`src/rtl/wx_pkg.sv`:
```
// Shared types and constants for the sequential matrix-vector multiplier:
// default dimensions, FSM state encoding and the on-chip weight table.
package wx_pkg;

  localparam int N_IN_DEF   = 4;
  localparam int N_OUT_DEF  = 4;
  localparam int DATA_W_DEF = 16;
  localparam int COEF_W_DEF = 16;
  localparam int ACC_W_DEF  = 48;

  typedef enum logic [1:0] {
    LOAD,
    COMPUTE,
    OUTPUT
  } state_t;

  // Default weights W[j][i] = j*N_IN + i + 1, i.e. 1..16 row-major.
  localparam logic signed [COEF_W_DEF-1:0] W_ROM [N_OUT_DEF][N_IN_DEF] = '{
    '{16'sd1,  16'sd2,  16'sd3,  16'sd4},
    '{16'sd5,  16'sd6,  16'sd7,  16'sd8},
    '{16'sd9,  16'sd10, 16'sd11, 16'sd12},
    '{16'sd13, 16'sd14, 16'sd15, 16'sd16}
  };

  // Same rule as W_ROM, for builds whose dimensions differ from the defaults.
  function automatic int w_default(input int row, input int col, input int n_in);
    return row * n_in + col + 1;
  endfunction

endpackage

```
`src/rtl/wx_mac.sv`:
```
// Time-shared signed multiply-accumulate: full-precision product,
// sign-extended into a wrapping ACC_W accumulator with clear and enable.
module wx_mac #(
  parameter int DATA_W = 16,
  parameter int COEF_W = 16,
  parameter int ACC_W  = 48
) (
  input  logic                     clk,
  input  logic                     rst,
  input  logic                     clear,
  input  logic                     en,
  input  logic signed [DATA_W-1:0] a,
  input  logic signed [COEF_W-1:0] b,
  output logic signed [ACC_W-1:0]  acc_next
);

  localparam int PROD_W = DATA_W + COEF_W;

  logic signed [PROD_W-1:0] prod;
  logic signed [ACC_W-1:0]  acc;

  // NOTE: every variable assigned in always_comb gets a value on every path,
  // otherwise the tool infers a latch to hold the old value.
  always_comb begin
    prod     = a * b;
    acc_next = acc + ACC_W'(prod);
  end

  // NOTE: state is updated with non-blocking assignments so every register
  // samples the pre-edge values, independent of statement order.
  always_ff @(posedge clk) begin
    if (rst || clear) begin
      acc <= '0;
    end else if (en) begin
      acc <= acc_next;
    end
  end

endmodule

```
`src/rtl/wx_seq_matvec.sv`:
```
// y = W*x with one shared MAC: load N_IN samples, compute each row over
// N_IN cycles, then hold the row result on the master stream until taken.
module wx_seq_matvec
  import wx_pkg::*;
#(
  parameter int N_IN   = N_IN_DEF,
  parameter int N_OUT  = N_OUT_DEF,
  parameter int DATA_W = DATA_W_DEF,
  parameter int COEF_W = COEF_W_DEF,
  parameter int ACC_W  = ACC_W_DEF
) (
  input  logic                     in_clock,
  input  logic                     in_reset,
  input  logic                     axis_s_tvalid,
  output logic                     axis_s_tready,
  input  logic signed [DATA_W-1:0] axis_s_tdata,
  output logic                     axis_m_tvalid,
  input  logic                     axis_m_tready,
  output logic signed [ACC_W-1:0]  axis_m_tdata
);

  localparam int I_W = (N_IN > 1) ? $clog2(N_IN) : 1;
  localparam int J_W = (N_OUT > 1) ? $clog2(N_OUT) : 1;
  localparam logic [I_W-1:0] I_LAST = I_W'(N_IN - 1);
  localparam logic [J_W-1:0] J_LAST = J_W'(N_OUT - 1);

  state_t                   state;
  logic [I_W-1:0]           i;
  logic [J_W-1:0]           j;
  logic signed [DATA_W-1:0] x_mem [N_IN];
  logic signed [COEF_W-1:0] coef;
  logic signed [ACC_W-1:0]  acc_next;
  logic                     s_hs;
  logic                     m_hs;
  logic                     mac_clear;
  logic                     mac_en;

  assign axis_s_tready = (state == LOAD);
  assign s_hs          = axis_s_tready && axis_s_tvalid;
  assign m_hs          = axis_m_tvalid && axis_m_tready;
  // The accumulator starts clean for every row: after the last sample and
  // after each accepted result that is not the final row.
  assign mac_clear     = (s_hs && (i == I_LAST)) || (m_hs && (j != J_LAST));
  assign mac_en        = (state == COMPUTE);

  generate
    if (N_IN == N_IN_DEF && N_OUT == N_OUT_DEF) begin : g_rom
      always_comb coef = COEF_W'(W_ROM[j][i]);
    end else begin : g_formula
      always_comb coef = COEF_W'(w_default(int'(j), int'(i), N_IN));
    end
  endgenerate

  // NOTE: the sample buffer is deliberately not reset; it is always fully
  // rewritten before use, so a reset would only cost a wide reset fan-out.
  always_ff @(posedge in_clock) begin
    if (!in_reset && s_hs) begin
      x_mem[i] <= axis_s_tdata;
    end
  end

  wx_mac #(
    .DATA_W (DATA_W),
    .COEF_W (COEF_W),
    .ACC_W  (ACC_W)
  ) u_mac (
    .clk      (in_clock),
    .rst      (in_reset),
    .clear    (mac_clear),
    .en       (mac_en),
    .a        (x_mem[i]),
    .b        (coef),
    .acc_next (acc_next)
  );

  always_ff @(posedge in_clock) begin
    if (in_reset) begin
      state         <= LOAD;
      i             <= '0;
      j             <= '0;
      axis_m_tvalid <= 1'b0;
      axis_m_tdata  <= '0;
    end else begin
      case (state)
        LOAD: begin
          if (s_hs) begin
            if (i == I_LAST) begin
              i     <= '0;
              j     <= '0;
              state <= COMPUTE;
            end else begin
              i <= i + I_W'(1);
            end
          end
        end
        COMPUTE: begin
          if (i == I_LAST) begin
            // The last product is folded in here so the result is ready
            // on the same edge the MAC would have stored it.
            axis_m_tdata  <= acc_next;
            axis_m_tvalid <= 1'b1;
            i             <= '0;
            state         <= OUTPUT;
          end else begin
            i <= i + I_W'(1);
          end
        end
        OUTPUT: begin
          if (axis_m_tready) begin
            axis_m_tvalid <= 1'b0;
            if (j != J_LAST) begin
              j     <= j + J_W'(1);
              state <= COMPUTE;
            end else begin
              state <= LOAD;
            end
          end
        end
        default: state <= LOAD;
      endcase
    end
  end

endmodule

```
`config.mk`:
```
export PLATFORM = sky130hd
export DESIGN_NAME = wx_seq_matvec
export DESIGN_NICKNAME = d
export VERILOG_FILES = /design/src/rtl/wx_pkg.sv /design/src/rtl/wx_mac.sv /design/src/rtl/wx_seq_matvec.sv
export SDC_FILE = /design/constraint.sdc
export NUM_CORES = 1
export LEC_CHECK = 0
export CAP_MARGIN = 20
export CORE_ASPECT_RATIO = 0.8
export CORE_MARGIN = 2
export CORE_UTILIZATION = 30
export CTS_BUF_LIST = sky130_fd_sc_hd__clkbuf_4
export DETAILED_ROUTE_END_ITERATION = 10
export GPL_ROUTABILITY_DRIVEN = 0
export GPL_TIMING_DRIVEN = 0
export PLACE_DENSITY = 0.45
export SYNTH_ARGS = -nofsm -noshare
export SYNTH_HDL_FRONTEND = slang
export SYNTH_SLANG_ARGS = --single-unit
```
`constraint.sdc`:
```
create_clock -name in_clock -period 13 [get_ports in_clock]
set_input_delay 1.3 -clock in_clock [delete_from_list [all_inputs] [get_ports in_clock]]
set_output_delay 1.3 -clock in_clock [all_outputs]
set_load 0.1 [all_outputs]
```
After elaboration in Yosys (flattened, before gate mapping):

Memories as Yosys holds them, arrays and structs flattened. A register that Yosys moved wholly into a read port is not among the register bits.
Index checks and enable logic that the tools add are counted.

* reductions and logical operators: 17
* eq/ne operators: 9
* multipliers: 1
* mux-type cells: 27
* add/sub/neg operators: 3
* $lt $le $gt $ge: 2
* bitwise operators: 2

Operators by type and width (count)
* $bmux 64 s2: 1
* $mux 64: 2
* $add 48x32->48: 1
* $bmux 16 s2: 1
* $mul 16x16->32: 1
* $mux 16: 2
* $mux 2: 12
* $pmux 2 s2: 2
* $ge 3x3->1 const B: 2
* $ne 2x1->1 const B: 3
* $ne 2x2->1 const B: 3
* $not 2->3: 2
* $pmux 2 s3: 1
* $reduce_bool 2->1: 3
* $logic_and 1x1->1: 5
* $mux 1: 5
* $reduce_and 5->1: 1
* $add 2x1->2 const B: 2
* $eq 2x2->1 const B: 2
* $reduce_and 2->1: 2
* $reduce_and 4->1: 1
* $reduce_and 3->1: 1
* $eq 2x1->1 const B: 1
* $logic_not 2->1: 1
* other kinds (3): 4

* memory bits (writable): 64
* register bits: 103
* word-level logic and storage cells: 68
* output and inout port bits: 50
* input port bits: 20
* memories kept: 1

Memory list
* x_mem: depth 4, bits a word 16, rd ports 1, clocked after Yosys merged registers in 1, wr ports 1, line wx_seq_matvec.sv:30 `logic signed [DATA_W-1:0] x_mem [N_IN];`

Depth between registers and ports, before layout:

* word-level depth: 9
* gate-level depth with buffers: 28
* depth with buffers taken out: 26

Cells and area by module:

A second synthesis with hierarchy kept.

* cells, all modules: 2051
* area total of the unflattened synthesis: 20101.8 sq um

Modules (own cells, without submodules)
* wx_mac: cells each 1695, sequential area each 960.9 sq um, instances 1, area each 15606.2 sq um
* wx_seq_matvec: cells each 356, sequential area each 3062.9 sq um, instances 1, area each 4495.6 sq um

Worst setup path after synthesis:

No wires, ideal clock.

* kind: reg2reg
* from: reg with a tool-made name
* to: reg axis_m_tdata[46]
* library setup time: 74 ps
* path slack: 6316 ps
* buffers on the path: 2
* data required time: 12926 ps
* period minus slack after synthesis: 6684 ps
* arrival: 6610 ps
* cell stages (with the launch flop): 21
* cell sequence: dfxtp_1 clkbuf_1 mux4_2 nand2_1 fa_1 fa_1 inv_1 ha_1 inv_1 fa_1 inv_1 ha_1 clkbuf_1 nand2_1 nor3_1 nand2_1 or3_1 a211oi_2 nor2_1 or4_1 a31oi_1

RTL lines
* to (signal assigned): line wx_seq_matvec.sv:100 `axis_m_tdata <= acc_next;`
* to (decl): line wx_seq_matvec.sv:19 `output logic signed [ACC_W-1:0] axis_m_tdata`

Worst setup path after layout:

* from: reg j[0]
* to: reg u_mac.acc[47]

* word-level cells in the longest chain between the ends: 9
* elaborated cells on any way between the ends: 13
* those cells by class: 1 x add/sub; 1 x mul; 1 x eq/ne; 6 x mux; 1 x bitwise; 3 x reduce/logical

Ends and longest elaborated chain
* from (decl): line wx_seq_matvec.sv:29 `logic [J_W-1:0] j;`
* from (signal assigned): line wx_seq_matvec.sv:112 `j <= j + J_W'(1);`
* $not 2->3 (implied by the code): line wx_seq_matvec.sv:48 `always_comb coef = COEF_W'(W_ROM[j][i]);`
* $bmux 64 s2: line wx_seq_matvec.sv:48
* $mux 64 (implied by the code) (2 in a row): line wx_seq_matvec.sv:48
* $bmux 16 s2: line wx_seq_matvec.sv:48
* $mux 16 (implied by the code) (2 in a row): line wx_seq_matvec.sv:48
* $mul 16x16->32: line wx_mac.sv:25 `prod = a * b;`
* $add 48x32->48: line wx_mac.sv:26 `acc_next = acc + ACC_W'(prod);`
* to (signal assigned): line wx_mac.sv:35 `acc <= acc_next;`
* to (decl): line wx_mac.sv:20 `logic signed [ACC_W-1:0] acc;`

Several ways; a longest one is shown, not always the timed one. The select of a mux whose other input is x is not followed.
A chain may end at the register's enable or synchronous reset.

==> impl_metrics.yaml <==
global_routing:
  grt_max_degree: 28
  grt_pass1_vias: 11800
  antenna_found_initial: 1
  grt_usage: 0.174
  gr-total-overflow: 0
  grt_pass1_wl_mm: 67.2
floorplan:
  io_pins: 70
  num_rows: 72
  initial_core_util: 0.305
  fp.coreArea_mm2: 0.0485
  die_y_um: 202
  die_area_mm2: 0.0510
  die_width_um: 252
drt:
  viasPerCell: 4.83
  wl_mm: 41.8
  drtPass1Iterations: 5
  antenna_left: 0
  wl_per_cell_um: 17.7
  via_count: 11400
  drc: 0
  drt_iter0_drc: 791
timing:
  fin_crit_ns: 7.80
  hold_viol_final: 0
  worst_pin_slew_ns: 1.05
  setup_viol: 0
  fin_tns_setup_ns: 0
  slew_viol_final: 0
  finClkSkew_ns: 0.0399
  relSlewSlack: 0.297
  fmax_mhz: 128
  fin_crit_sh: 0.600
  rsz0062_at_grt: "no"
synth:
  synthFlopType: "dfxtp_1"
  syn_nets: 1932
  syn_avg_cell_area_um2: 9.08
  synth.distinct_cells: 72
  syn_inst: 1626
  synth-seq-cells: 169
  synth_edf_count: 64
  yosysSeqAreaShare: 0.273
  async_flop_share: 0
  syn_area_mm2: 0.0148
  synth_warnings: 0
clocking:
  clock_sinks: 169
  cts_tree: "done"
  cts.repair.resized: 0
  cts.clk_slew.worst_paths_ns: 0.19
  clock_path_buffers: 2
  clk_latency_ns: 0.73
  cts_buffers: 17
  clockRootBuffer: "clkbuf_4"
  htreeDepth: 4
  cts_setup_buffers: 0
  ctsHoldBuffers: 0
final_layout:
  final_cell_mix: "inv_1 (349), nand2_1 (205), fa_1 (146)"
  final_util: 0.343
  synthToLayoutAreaGrowth_pct: 12.5
  final_nets: 2023
  layout_commonest_cell: "inv_1"
  layout-drive-gt1-share: 0.0428
min_path:
  worstHoldStart: "axis_m_tdata[24]"
  whs_endpoint: "axis_m_tdata[24]"
  min_path_type: "register to register"
  min_path_cells: 2
worst_setup_path:
  worstSetupStartpointType: "register"
  required_ns: 13.67
  cp.arrival_ns: 8.47
  r2r-end: "u_mac.acc[47]"
  cp_max_fo: 23
  end_kind: "register"
  reg2reg_slack_ns: 5.20
  path_class: "register to register"
  r2r_cells: 25
  reg2reg_from: "j[0]"
run:
  drv_cap: 0
place:
  dp_hpwl_mm: 33.6
  io_buffers: 69
power:
  ir_drop_uv: 57.8
  p_leak_uw: 0.00713
  p_per_area_mw_per_mm2: 95.2
outcome:
  run_status: "finished clean"
## worst max-delay path by stage
stage / from / end / slack [ns] / cells past startpoint
2_1_floorplan: register / axis_m_tdata[46] / 6.32 / 20
3_3_place_gp: register / u_mac.acc[47] / 4.43 / 20
3_5_place_dp: j[0] / u_mac.acc[47] / 5.14 / 25
4_1_cts: j[0] / u_mac.acc[47] / 5.05 / 25
5_1_grt: j[0] / u_mac.acc[47] / 4.56 / 25
6_report: j[0] / u_mac.acc[47] / 5.20 / 25
## worst max-delay path, stage by stage (launching register included)
cell       delay, ns
dfxtp_1         0.38
inv_1           0.11
ha_1            0.15
nor3_1          0.05
a21oi_1         0.75
and2_1          0.28
inv_1           0.07
fa_2            0.55
inv_1           0.06
ha_1            0.31
nand2_2         0.49
fa_1            0.72
inv_1           0.04
ha_1            0.28
inv_1           0.05
fa_1            0.50
inv_1           0.05
ha_1            0.36
a21oi_1         0.28
o21ai_0         0.18
a2111oi_0       0.46
o21ai_1         0.24
a21oi_1         0.54
o211ai_1        0.29
a2111o_1        0.43
nand3_1         0.09
## where the power goes
| part | internal [uW] | switching, uW | total (uW) |
|---|---|---|---|
| sequential | 558 | 3.37 | 562 |
| combinational | 232 | 438 | 669 |
| clock | 107 | 244 | 350 |
| total | 897 | 685 | 1580 |
## area by class of cell
type	count	area (um^2)
diodes	2	5.00
multi-input cells	1037	9160
fillers	5093	31900
well taps	629	787
inverters	349	1310
clock buffers	17	128
repair buffers	72	746
clock inverters	15	173
plain buffers	71	278
flip-flops and latches	169	4020
## synth_stat cells (all sizes together) (6+ instances only)
master,instances,area share
ha,139,0.12
clkbuf,55,0.014
fa,147,0.20
a211oi,16,0.0088
xor2,9,0.0053
nor2b,24,0.010
dfxtp,105,0.14
nand3,42,0.014
inv,349,0.089
o21ai,39,0.013
a2111oi,6,0.0036
o21bai,11,0.0056
mux4,16,0.024
edfxtp,64,0.13
a21oi,115,0.039
buf,16,0.0047
nor3,17,0.0058
a31oi,13,0.0055
o211ai,10,0.0051
nand2,208,0.053
a21o,28,0.014
or3,6,0.0025
xnor2,27,0.016
or4,6,0.0031
nor2,36,0.0092
and2,17,0.0072
and3,17,0.0072
nand4,25,0.011
## logic make-up after synthesis
kind of cell | share of synthesized area
buffers and inverters | 0.108
and+or+nand+nor | 0.134
adders and majority gates | 0.317
AOI/OAI and AO/OA | 0.119
DFF | 0.273
xor gates and xnor gates | 0.0214
muxes | 0.0280
## metrics by stage
step           total power, uW  hold WS (ns)  cells  area [um^2]  worst slack, ns
6_report                  1580         0.467   2361        16600             5.20
5_1_grt                   1730         0.489   2361        16600             4.56
4_1_cts                   1610         0.467   2359        16600             5.05
3_5_place_dp              1250         0.446   2327        16300             5.14
3_3_place_gp              1240         0.445   2324        16200             4.43
2_1_floorplan             1060         0.432   1626        14800             6.32
## flip-flops by register name, indices dropped and copies added (netlist names), named ones only
register / cells
i: 2
j: 2
axis_m_tvalid: 1
x_mem: 64
u_mac.acc: 48
state: 2
axis_m_tdata: 48
## metal layers
metal  vias to the layer above  share of wire  track usage
met5                         -              0            0
met3                        28          0.057       0.0406
met2                       234           0.43        0.263
met1                      5660           0.50        0.253
met4                         0          0.012       0.0374
li1                       5485              -            -
No activity file was read; power rests on OpenSTA's default activity.
